--- src/rtl/kw_fifo_pkg.sv ---
// kw_fifo_pkg: shared types, cause encodings and elaboration checks for the programmable FIFO controller
package kw_fifo_pkg;
  typedef enum logic [1:0] {ERR_STICKY_FIRST, ERR_STICKY_ACC, ERR_UNLATCHED} err_mode_e;
  typedef logic [1:0] err_cause_t;
  localparam err_cause_t CAUSE_OVF = 2'b01;
  localparam err_cause_t CAUSE_UDF = 2'b10;
  function automatic bit depth_ok(input longint depth);
    return depth >= 2 && depth <= (longint'(1) << 24);
  endfunction
  function automatic bit err_mode_ok(input int mode);
    return mode >= 0 && mode <= 2;
  endfunction
endpackage

--- src/rtl/kw_fifo_cntl_prog_if.sv ---
// kw_fifo_cntl_prog_if: producer/consumer, threshold, status and RAM-side signals of the FIFO controller
interface kw_fifo_cntl_prog_if #(
  parameter int DATA_WIDTH = 16,
  parameter int ADDR_WIDTH = 4,
  parameter int COUNT_BITS = 5
);
  logic                  push_req;
  logic                  pop_req;
  logic [DATA_WIDTH-1:0] data_i;
  logic [DATA_WIDTH-1:0] data_o;
  logic [COUNT_BITS-1:0] ae_level;
  logic [COUNT_BITS-1:0] af_level;
  logic                  empty;
  logic                  almost_empty;
  logic                  half_full;
  logic                  almost_full;
  logic                  full;
  logic [COUNT_BITS-1:0] word_count;
  logic                  error;
  logic [1:0]            err_cause;
  logic                  ram_we_n;
  logic [ADDR_WIDTH-1:0] ram_wr_addr;
  logic [ADDR_WIDTH-1:0] ram_rd_addr;
  logic [DATA_WIDTH-1:0] ram_wr_data;
  logic [DATA_WIDTH-1:0] ram_rd_data;
  modport slave (
    input  push_req, pop_req, data_i, ae_level, af_level, ram_rd_data,
    output data_o, empty, almost_empty, half_full, almost_full, full, word_count,
           error, err_cause, ram_we_n, ram_wr_addr, ram_rd_addr, ram_wr_data
  );
  modport master (
    output push_req, pop_req, data_i, ae_level, af_level, ram_rd_data,
    input  data_o, empty, almost_empty, half_full, almost_full, full, word_count,
           error, err_cause, ram_we_n, ram_wr_addr, ram_rd_addr, ram_wr_data
  );
endinterface

--- src/rtl/kw_fifo_wrap_ptr.sv ---
// kw_fifo_wrap_ptr: RAM address pointer that wraps at DEPTH-1 for any (non power-of-two) depth
module kw_fifo_wrap_ptr #(
  parameter int DEPTH      = 16,
  parameter int ADDR_WIDTH = $clog2(DEPTH)
) (
  input  logic                  clock,
  input  logic                  reset_n,
  input  logic                  clear,
  input  logic                  inc,
  output logic [ADDR_WIDTH-1:0] ptr
);
  localparam logic [ADDR_WIDTH-1:0] LAST = ADDR_WIDTH'(DEPTH - 1);
  logic [ADDR_WIDTH-1:0] ptr_q, ptr_d;
  always_comb ptr_d = clear ? '0 : !inc ? ptr_q : (ptr_q == LAST) ? '0 : ptr_q + 1'b1;
  always_ff @(posedge clock or negedge reset_n)
    if (!reset_n) ptr_q <= '0;
    else          ptr_q <= ptr_d;
  assign ptr = ptr_q;
endmodule

--- src/rtl/kw_fifo_cntl_prog.sv ---
// kw_fifo_cntl_prog: single-clock FIFO controller for an external 1R1W async-read RAM,
// with programmable thresholds, protected over/underflow, synchronous clear and selectable error latching
module kw_fifo_cntl_prog
  import kw_fifo_pkg::*;
#(
  parameter int DATA_WIDTH = 16,
  parameter int DEPTH      = 16,
  parameter int ERR_MODE   = 1,
  parameter int ADDR_WIDTH = $clog2(DEPTH),
  parameter int COUNT_BITS = $clog2(DEPTH + 1)
) (
  input logic                clock,
  input logic                reset_n,
  input logic                clear,
  kw_fifo_cntl_prog_if.slave bus
);
  if (!depth_ok(DEPTH)) begin : g_bad_depth
    $error("kw_fifo_cntl_prog: DEPTH must lie in [2, 2^24]");
  end
  if (!err_mode_ok(ERR_MODE)) begin : g_bad_mode
    $error("kw_fifo_cntl_prog: ERR_MODE must be 0, 1 or 2");
  end
  localparam err_mode_e             MODE     = err_mode_e'(ERR_MODE);
  localparam logic [COUNT_BITS-1:0] FULL_CNT = COUNT_BITS'(DEPTH);
  localparam logic [COUNT_BITS-1:0] HALF_CNT = COUNT_BITS'(DEPTH / 2);
  logic [COUNT_BITS-1:0] count_q, count_d;
  logic                  err_q, err_d;
  err_cause_t            cause_q, cause_d, cause_now;
  logic                  empty, full, push_ok, pop_ok;
  logic [ADDR_WIDTH-1:0] wr_ptr, rd_ptr;
  logic [DATA_WIDTH-1:0] head;
  assign empty   = count_q == '0;
  assign full    = count_q == FULL_CNT;
  // full implies non-empty, so a push alongside a pop on a full queue is always safe
  assign push_ok = !clear && bus.push_req && (!full || bus.pop_req);
  assign pop_ok  = !clear && bus.pop_req && !empty;
  assign cause_now = clear ? '0 : ({1'b0, bus.push_req && full && !bus.pop_req} & CAUSE_OVF)
                                | ({bus.pop_req && empty, 1'b0} & CAUSE_UDF);
  always_comb count_d = clear ? '0
                      : (push_ok && !pop_ok) ? count_q + 1'b1
                      : (pop_ok && !push_ok) ? count_q - 1'b1
                      : count_q;
  always_comb begin
    err_d   = err_q;
    cause_d = cause_q;
    if (clear) begin
      err_d   = 1'b0;
      cause_d = '0;
    end else if (MODE == ERR_STICKY_ACC) begin
      err_d   = err_q | (|cause_now);
      cause_d = cause_q | cause_now;
    end else if (MODE == ERR_STICKY_FIRST && !err_q && |cause_now) begin
      err_d   = 1'b1;
      cause_d = cause_now;
    end
  end
  always_ff @(posedge clock or negedge reset_n)
    if (!reset_n) begin
      count_q <= '0;
      err_q   <= 1'b0;
      cause_q <= '0;
    end else begin
      count_q <= count_d;
      err_q   <= err_d;
      cause_q <= cause_d;
    end
  kw_fifo_wrap_ptr #(.DEPTH(DEPTH), .ADDR_WIDTH(ADDR_WIDTH)) u_wr_ptr (
    .clock(clock), .reset_n(reset_n), .clear(clear), .inc(push_ok), .ptr(wr_ptr)
  );
  kw_fifo_wrap_ptr #(.DEPTH(DEPTH), .ADDR_WIDTH(ADDR_WIDTH)) u_rd_ptr (
    .clock(clock), .reset_n(reset_n), .clear(clear), .inc(pop_ok), .ptr(rd_ptr)
  );
  assign head             = bus.ram_rd_data;
  assign bus.data_o       = head;
  assign bus.ram_wr_data  = bus.data_i;
  assign bus.ram_we_n     = !push_ok;
  assign bus.ram_wr_addr  = wr_ptr;
  assign bus.ram_rd_addr  = rd_ptr;
  assign bus.word_count   = count_q;
  assign bus.empty        = empty;
  assign bus.full         = full;
  assign bus.half_full    = count_q >= HALF_CNT;
  assign bus.almost_empty = count_q <= bus.ae_level;
  // extra bit keeps DEPTH - af_level from wrapping; oversized margins pin the flag high
  assign bus.almost_full  = (bus.af_level > FULL_CNT)
                         || ({1'b0, count_q} >= ({1'b0, FULL_CNT} - {1'b0, bus.af_level}));
  assign bus.error        = (MODE == ERR_UNLATCHED) ? |cause_now : err_q;
  assign bus.err_cause    = (MODE == ERR_UNLATCHED) ? cause_now : cause_q;
endmodule

--- src/flat_wrapper.sv ---
// flat-port wrapper written by rule: the top's interface ports become plain ports
module kw_fifo_cntl_prog_flat import kw_fifo_pkg::*;
#(
  parameter int DATA_WIDTH = 16,
  parameter int DEPTH      = 16,
  parameter int ERR_MODE   = 1,
  parameter int ADDR_WIDTH = $clog2(DEPTH),
  parameter int COUNT_BITS = $clog2(DEPTH + 1)
)
  (clock, reset_n, clear, bus_push_req, bus_pop_req, bus_data_i, bus_ae_level, bus_af_level, bus_ram_rd_data, bus_data_o, bus_empty, bus_almost_empty, bus_half_full, bus_almost_full, bus_full, bus_word_count, bus_error, bus_err_cause, bus_ram_we_n, bus_ram_wr_addr, bus_ram_rd_addr, bus_ram_wr_data);
  kw_fifo_cntl_prog_if #(.DATA_WIDTH(DATA_WIDTH), .ADDR_WIDTH(ADDR_WIDTH), .COUNT_BITS(COUNT_BITS)) bus_i ();
  input logic clock;
  input logic reset_n;
  input logic clear;
  input wire logic [$bits(bus_i.push_req)-1:0] bus_push_req;
  input wire logic [$bits(bus_i.pop_req)-1:0] bus_pop_req;
  input wire logic [$bits(bus_i.data_i)-1:0] bus_data_i;
  input wire logic [$bits(bus_i.ae_level)-1:0] bus_ae_level;
  input wire logic [$bits(bus_i.af_level)-1:0] bus_af_level;
  input wire logic [$bits(bus_i.ram_rd_data)-1:0] bus_ram_rd_data;
  output wire logic [$bits(bus_i.data_o)-1:0] bus_data_o;
  output wire logic [$bits(bus_i.empty)-1:0] bus_empty;
  output wire logic [$bits(bus_i.almost_empty)-1:0] bus_almost_empty;
  output wire logic [$bits(bus_i.half_full)-1:0] bus_half_full;
  output wire logic [$bits(bus_i.almost_full)-1:0] bus_almost_full;
  output wire logic [$bits(bus_i.full)-1:0] bus_full;
  output wire logic [$bits(bus_i.word_count)-1:0] bus_word_count;
  output wire logic [$bits(bus_i.error)-1:0] bus_error;
  output wire logic [$bits(bus_i.err_cause)-1:0] bus_err_cause;
  output wire logic [$bits(bus_i.ram_we_n)-1:0] bus_ram_we_n;
  output wire logic [$bits(bus_i.ram_wr_addr)-1:0] bus_ram_wr_addr;
  output wire logic [$bits(bus_i.ram_rd_addr)-1:0] bus_ram_rd_addr;
  output wire logic [$bits(bus_i.ram_wr_data)-1:0] bus_ram_wr_data;
  assign bus_i.push_req = bus_push_req;
  assign bus_i.pop_req = bus_pop_req;
  assign bus_i.data_i = bus_data_i;
  assign bus_i.ae_level = bus_ae_level;
  assign bus_i.af_level = bus_af_level;
  assign bus_i.ram_rd_data = bus_ram_rd_data;
  assign bus_data_o = bus_i.data_o;
  assign bus_empty = bus_i.empty;
  assign bus_almost_empty = bus_i.almost_empty;
  assign bus_half_full = bus_i.half_full;
  assign bus_almost_full = bus_i.almost_full;
  assign bus_full = bus_i.full;
  assign bus_word_count = bus_i.word_count;
  assign bus_error = bus_i.error;
  assign bus_err_cause = bus_i.err_cause;
  assign bus_ram_we_n = bus_i.ram_we_n;
  assign bus_ram_wr_addr = bus_i.ram_wr_addr;
  assign bus_ram_rd_addr = bus_i.ram_rd_addr;
  assign bus_ram_wr_data = bus_i.ram_wr_data;
  kw_fifo_cntl_prog #(.DATA_WIDTH(DATA_WIDTH), .DEPTH(DEPTH), .ERR_MODE(ERR_MODE), .ADDR_WIDTH(ADDR_WIDTH), .COUNT_BITS(COUNT_BITS)) u_core (.clock(clock), .reset_n(reset_n), .clear(clear), .bus(bus_i));
endmodule
--- config.mk ---
export PLATFORM = sky130hd
export DESIGN_NAME = kw_fifo_cntl_prog_flat
export DESIGN_NICKNAME = d
export VERILOG_FILES = /design/src/rtl/kw_fifo_pkg.sv /design/src/rtl/kw_fifo_cntl_prog_if.sv /design/src/rtl/kw_fifo_wrap_ptr.sv /design/src/rtl/kw_fifo_cntl_prog.sv /design/src/flat_wrapper.sv
export SDC_FILE = /design/constraint.sdc
export NUM_CORES = 1
export LEC_CHECK = 0
export ABC_CLOCK_PERIOD_IN_PS = 2600
export CAP_MARGIN = 30
export CELL_PAD_IN_SITES_DETAIL_PLACEMENT = 1
export CELL_PAD_IN_SITES_GLOBAL_PLACEMENT = 1
export CORE_ASPECT_RATIO = 1.5
export CORE_MARGIN = 5
export CORE_UTILIZATION = 23
export CTS_CLUSTER_DIAMETER = 50
export DETAILED_ROUTE_END_ITERATION = 8
export PLACE_DENSITY_LB_ADDON = 0.1
export SETUP_SLACK_MARGIN = 0.4
export SYNTH_ARGS = -nofsm -noshare
export SYNTH_HDL_FRONTEND = slang
export SYNTH_HIERARCHICAL = 1
export SYNTH_SLANG_ARGS = --single-unit
--- constraint.sdc ---
create_clock -name clock -period 2.6 [get_ports clock]
set_clock_uncertainty 0.1 [all_clocks]
set_input_delay 0.52 -clock clock [delete_from_list [all_inputs] [get_ports clock]]
set_output_delay 0.52 -clock clock [all_outputs]
set_load 0.1 [all_outputs]
After elaboration in Yosys (flattened, before gate mapping)
Index checks and enable logic that the tools add are counted.
{"block": "word_totals", "regBits": 16, "out_inout_bits": 54, "wordCells": 54}
{"block": "op_classes", "addsub": 5, "order_cmp": 4, "eq_ne": 3, "mux": 12, "n_bitwise": 3, "n_reduce_logical": 22}
{"cell": "4-bit 2-to-1 mux", "count": 6}
{"cell": "5-bit 2-to-1 mux", "count": 3}
{"cell": "1-bit logical AND", "count": 9}
{"cell": "4-bit by 1-bit adder with 4-bit output, second input constant", "count": 2}
{"cell": "4-bit equality test, second input constant", "count": 2}
{"cell": "5-bit by 6-bit greater-or-equal comparator with 1-bit output", "count": 1}
{"cell": "1-bit logical NOT", "count": 6}
{"cell": "5-bit by 5-bit subtractor with 6-bit output, first input constant", "count": 1}
{"cell": "5-bit by 1-bit adder with 5-bit output, second input constant", "count": 1}
{"cell": "5-bit equality test, second input constant", "count": 1}
{"cell": "5-bit by 4-bit greater-or-equal comparator with 1-bit output, second input constant", "count": 1}
{"cell": "5-bit > comparator, second input constant", "count": 1}
{"cell": "5-bit <= comparator", "count": 1}
{"cell": "5-bit logical NOT", "count": 1}
{"cell": "5-bit by 1-bit subtractor with 5-bit output, second input constant", "count": 1}
{"cell": "2-bit 2-to-1 mux", "count": 2}
{"cell": "2-bit nonzero test", "count": 2}
{"cell": "3-bit nonzero test", "count": 1}
{"cell": "1-bit logical OR", "count": 2}
{"cell": "1-bit by 2-bit bitwise OR with 2-bit output", "count": 1}
{"cell": "2-bit bitwise OR", "count": 1}
{"cell": "2-bit OR reduction", "count": 1}
{"cell": "1-bit 2-to-1 mux", "count": 1}
{"cell": "1-bit bitwise OR", "count": 1}

Depth between registers and ports, before layout
{"block": "depth", "ltp_word": 9, "ltp_mapped": 8}

By module
The synthesis kept the hierarchy.
{"mod": "kw_fifo_cntl_prog", "n_inst": 1, "cells_each": 139, "area_per_inst_um2": 1162.4}
{"mod": "kw_fifo_wrap_ptr", "n_inst": 2, "cells_each": 19, "area_per_inst_um2": 191.4}

Worst setup path after synthesis
No wires, ideal clock.
{"block": "synth_path", "path_type": "flip-flop to flip-flop", "start": "register u_core.count_q[0], in the netlist u_core/bus.word_count[0]", "end": "register u_core.u_wr_ptr.ptr_q[2], in the netlist u_core/u_wr_ptr/ptr[2]", "setup_ps": 121, "arrival_time_ps": 4551, "t_required_ps": 2379, "slack_ps": -2172, "stages_incl_launch_ff": 8, "n_path_buf": 0, "period_less_slack_ps": 4772, "path_cell_list": "dfrtp_1 > nor4_4 > nand2_1 > o21ai_0 > inv_1 > nand2_1 > xor2_1 > nor2_1"}
{"block": "synth_between", "elab_chain_cells": 5}
{"element": "start, declared", "line": "kw_fifo_cntl_prog.sv:26", "rtl": "logic [COUNT_BITS-1:0] count_q, count_d;"}
{"element": "start signal, assigned", "line": "kw_fifo_cntl_prog.sv:63", "rtl": "count_q <= count_d;"}
{"element": "5-bit equality test", "line": "kw_fifo_cntl_prog.sv:33", "rtl": "assign full = count_q == FULL_CNT;"}
{"element": "1-bit logical NOT", "line": "kw_fifo_cntl_prog.sv:35", "rtl": "assign push_ok = !clear && bus.push_req && (!full || bus.pop_req);"}
{"element": "1-bit logical OR", "line": "kw_fifo_cntl_prog.sv:35"}
{"element": "1-bit logical AND", "line": "kw_fifo_cntl_prog.sv:35"}
{"element": "via u_core.push_ok", "line": "kw_fifo_cntl_prog.sv:29", "rtl": "logic empty, full, push_ok, pop_ok;"}
{"element": "2-bit nonzero test (no line)"}
{"element": "end signal, assigned", "line": "kw_fifo_wrap_ptr.sv:17", "rtl": "else ptr_q <= ptr_d;"}
{"element": "end, declared", "line": "kw_fifo_wrap_ptr.sv:13", "rtl": "logic [ADDR_WIDTH-1:0] ptr_q, ptr_d;"}
The timed path passes the listed nets, and every way through them passes these cells.
A chain may end at the register's enable or synchronous reset.

Worst setup path in the final report
{"block": "layout_path", "start": "input bus_af_level[1]", "end": "output bus_almost_full"}
{"block": "layout_between", "elab_chain_cells": 3, "elab_cells_between_ends": 4, "classes_between": "add/sub: 1; order compare: 2; reduce/logical: 1"}
{"element": "start, declared", "line": "flat_wrapper.sv:19", "rtl": "input wire logic [$bits(bus_i.af_level)-1:0] bus_af_level;"}
{"element": "5-bit by 5-bit subtractor with 6-bit output", "line": "kw_fifo_cntl_prog.sv:86", "rtl": "|| ({1'b0, count_q} >= ({1'b0, FULL_CNT} - {1'b0, bus.af_level}));"}
{"element": "5-bit by 6-bit greater-or-equal comparator with 1-bit output", "line": "kw_fifo_cntl_prog.sv:86"}
{"element": "1-bit logical OR *", "line": "kw_fifo_cntl_prog.sv:86"}
{"element": "end, declared", "line": "flat_wrapper.sv:25", "rtl": "output wire logic [$bits(bus_i.almost_full)-1:0] bus_almost_full;"}
Mark *: on every way between the ends. The rest lies on a longest branch, timed or not.

==> flow_summary.toml <==
[detailed_routing]
maxUsedRoutingLayer = "met4"
dr_wl_met3_um = 295
wirelength_um = 4670
ant_nets = 0
wl_met2_um = 2590
drtIter0Drc = 11
num_vias = 1437
drc = 0
wl_per_cell_um = 15.7
routed_via_density = 4.82
dr.pass1.iters = 2
route.layer.met1.wl_um = 1760

[pwr]
total_power_mw = 3.15
leakage_nw = 1.11
ir_drop_v = 0.000874
p_per_area_nw_per_um2 = 1260

[cells_and_area]
areaGrowthSynthToFinish_pct = 61.4
design_area_um2 = 2490
drive_gt1_share_pct = 55.4
fillers = 745
stdcell_count = 298
antenna_cells = 0
layout.nets = 288

[clock_network]
cts_tree = "built"
htree_levels = 1
clk_pin_slew_ps = 60
clockBufferDepth = 2
clockRootBuffer = "clkbuf_8"
ctsHoldBuffers = 0
clock_latency_ps = 240
numCtsBuffers = 3
clock-sinks = 16

[setup_path]
slowest_stage = "ha_1"
endpoint = "bus_almost_full"
cp.arrival_ps = 2040
critPathKind = "in2out"
r2r_setup_slack_ps = 130
cpPeakStageDelay_ps = 290
reg2reg_depth = 8
path_max_fanout = 2
path_cells = "buf_6, inv_6, ha_4, nand2_4, xor2_1, ha_1, and3_4, a221oi_4, buf_4, o31ai_4, buf_12"
required_ps = 1980
crit_path_end_kind = "output port"
start_kind = "primary input"
rr_endpoint = "u_core/bus.word_count[4]$_DFFE_PN0P_"
reg2reg_from = "u_core/bus.word_count[3]$_DFFE_PN0P_"
crit_path_start = "bus_af_level[1]"

[placement]
placed_area_um2 = 2070
gp_congestion = 0.776
dp.final_hpwl_um = 3660
port_buffers = 36
pre_cts_slack_ps = -659
place_inst = 282

[run_status]
status = "finished, violations left"
violations = "setup timing"

[sta]
drv_slew = 0
whs_ps = 406
worst_slew_pin_slew_ps = 412
period_share_pct = 102
finalSetupViolCount = 1
worst_slack_ps = -64.2
finalHoldViolCount = 0
timing.slew.headroom_pct = 72.5
rsz0062_at_grt = "yes"
max_freq_ghz = 0.375
period_minus_slack_ps = 2660

[yosys]
syn_nets = 242
mappedNetlistArea_um2 = 1550
synth.avg_cell_area_um2 = 8.73
synth_compound_area_share_pct = 15.2
syn-instance-count = 177
synth_cell_types = 38
seq_area_frac_synth_pct = 25.9
synth_warnings = 6
synth.ff_latch_count = 16
synth_top_family_by_area = "buffers and inverters"
synth_xor_area_share_pct = 4.53
synth_fa_ha_area_share_pct = 15.1
muxShareOfSynthArea_pct = 3.89
yosys.area_share.simple_pct = 16.2

[floorplanning]
die_w_um = 76.9
core_area_um2 = 6530
num_rows = 36
die_h_um = 110
start_util_pct = 23.7
io_pins = 101
dieArea_um2 = 8490

[grt]
grt_max_degree = 17
grt_pass1_wl_um = 7710
grt_pass1_vias = 1648
gr-usage-all-layers_pct = 11.1
grt-ovfl-total = 0
antenna_found_initial = 0

[job]
maxCapViolations = 0

[hold_path]
hp-class = "reg2reg"
[logic make-up (layout without fill, tap and decap cells)]
logic type	count (synthesis)	in the layout
fa+ha+maj	18	18
simple gates	47	47
flops	16	16
mux	6	6
compound gates	35	35
xor+xnor	8	8
buf+inv	47	92
[cells in the mapped netlist]
library cell	number	area share [%]
o21ai_0	7	2.3
and4_2	1	0.65
o21a_1	1	0.49
inv_1	13	3.2
nor2b_1	4	1.6
nor3b_1	1	0.49
nand3b_1	1	0.49
fa_1	1	1.3
and4b_1	1	0.65
nor3_1	1	0.32
or3_1	2	0.81
nor4_4	1	1.4
o41a_1	1	0.73
and3_1	2	0.81
or2_2	1	0.41
a21o_1	3	1.5
o31ai_1	1	0.49
xor2_1	5	2.8
xnor2_1	3	1.7
and2_1	2	0.81
dfrtp_1	16	26
clkbuf_1	2	0.49
nand2b_1	1	0.41
ha_1	17	14
o211ai_1	1	0.49
nand2_1	10	2.4
a221oi_4	1	1.7
nor2_1	16	3.9
nand3_1	2	0.65
o32a_1	1	0.65
a211oi_1	1	0.49
o21bai_1	1	0.49
a221oi_1	1	0.57
a21oi_1	13	4.2
nand4_1	1	0.41
buf_4	32	16
a31oi_1	3	1.2
mux2i_1	6	3.9
[repair_timing]
item                       4_1_cts  5_1_grt
gates resized for setup         56       25
hold endpoints to repair         0        0
setup endpoints to repair        9       10
pin swaps                       19       17
buffers inserted                 6        6
[cells in the final DEF, fill, tap and decap left out, types with 2 or more instances in the layout]
cell,netlist,final
a21o_1,3,2
a21oi_1,13,7
a21oi_2,0,5
a221oi_4,1,2
a31oi_1,3,3
and3_4,0,2
buf_12,0,5
buf_2,0,2
buf_4,32,42
buf_6,0,12
buf_8,0,4
clkbuf_8,0,4
clkdlybuf4s50_1,0,4
dfrtp_1,16,11
dfrtp_4,0,5
dlygate4sd2_1,0,6
ha_1,17,8
ha_4,0,8
inv_1,13,4
inv_2,0,6
mux2i_1,6,5
nand2_1,10,7
nand2_4,0,2
nor2_1,16,15
nor2b_1,4,3
o21ai_0,7,3
o21ai_1,0,2
or3_1,2,2
xnor2_1,3,2
xor2_1,5,4
[where the power goes]
group | leakage (nW) | internal, mW | switching, mW | total (mW)
sequential | 0.209 | 0.324 | 0.0575 | 0.381
combinational | 0.876 | 1.08 | 1.47 | 2.55
clock | 0.0288 | 0.134 | 0.0822 | 0.216
total | 1.11 | 1.54 | 1.61 | 3.15
[state kept, by name, indices dropped and copies added (netlist names)]
signal	count
u_core/bus.err_cause	2
u_core/bus.error	1
u_core/bus.word_count	5
u_core/u_rd_ptr/ptr	4
u_core/u_wr_ptr/ptr	4
[worst max-delay path: cells and delay by family]
family / cells / cell delay [ps]
xor+xnor: 1 / 140
fa+ha+maj: 2 / 430
compound gates: 2 / 250
buf+inv: 4 / 460
simple gates: 2 / 230
[final cells by class]
cell class	instances	area (µm²)	area share (%)
multi-input combinational	114	1150	46.0
inverter	13	65.1	2.61
clock buffer	4	55.1	2.21
sequential	16	419	16.8
timing repair buffer	75	713	28.6
tap	76	95.1	3.81
[per-layer routing]
| layer | track usage [%] | vias up |
|---|---|---|
| li1 | - | 664 |
| met4 | 2.63 | 0 |
| met1 | 11.4 | 701 |
| met3 | 3.25 | 4 |
| met5 | 0 | - |
| met2 | 21.6 | 68 |
[how the worst min path moves through the flow]
| stage | slack (ps) | cells after the start | to | from |
|---|---|---|---|---|
| 2_1_floorplan | 120 | 0 | u_core/bus.err_cause[0]$_DFF_PN0_ | reset_n |
| 3_3_place_gp | 390 | 2 | u_core/bus.error$_DFF_PN0_ | u_core/bus.error$_DFF_PN0_ |
| 3_5_place_dp | 390 | 2 | u_core/bus.error$_DFF_PN0_ | u_core/bus.error$_DFF_PN0_ |
| 4_1_cts | 410 | 2 | u_core/bus.error$_DFF_PN0_ | u_core/bus.error$_DFF_PN0_ |
| 5_1_grt | 430 | 2 | u_core/bus.error$_DFF_PN0_ | u_core/bus.error$_DFF_PN0_ |
| 6_report | 410 | 2 | u_core/bus.error$_DFF_PN0_ | u_core/bus.error$_DFF_PN0_ |
[metrics by stage]
step / TNS [ps] / utilization [%]
2_1_floorplan: -210 / -
3_3_place_gp: -1170 / 31.7
3_5_place_dp: -1450 / 31.7
4_1_cts: -200 / 35.4
5_1_grt: -159 / 38.2
6_report: -64.2 / 38.2
(Power assumes the default switching activity.)
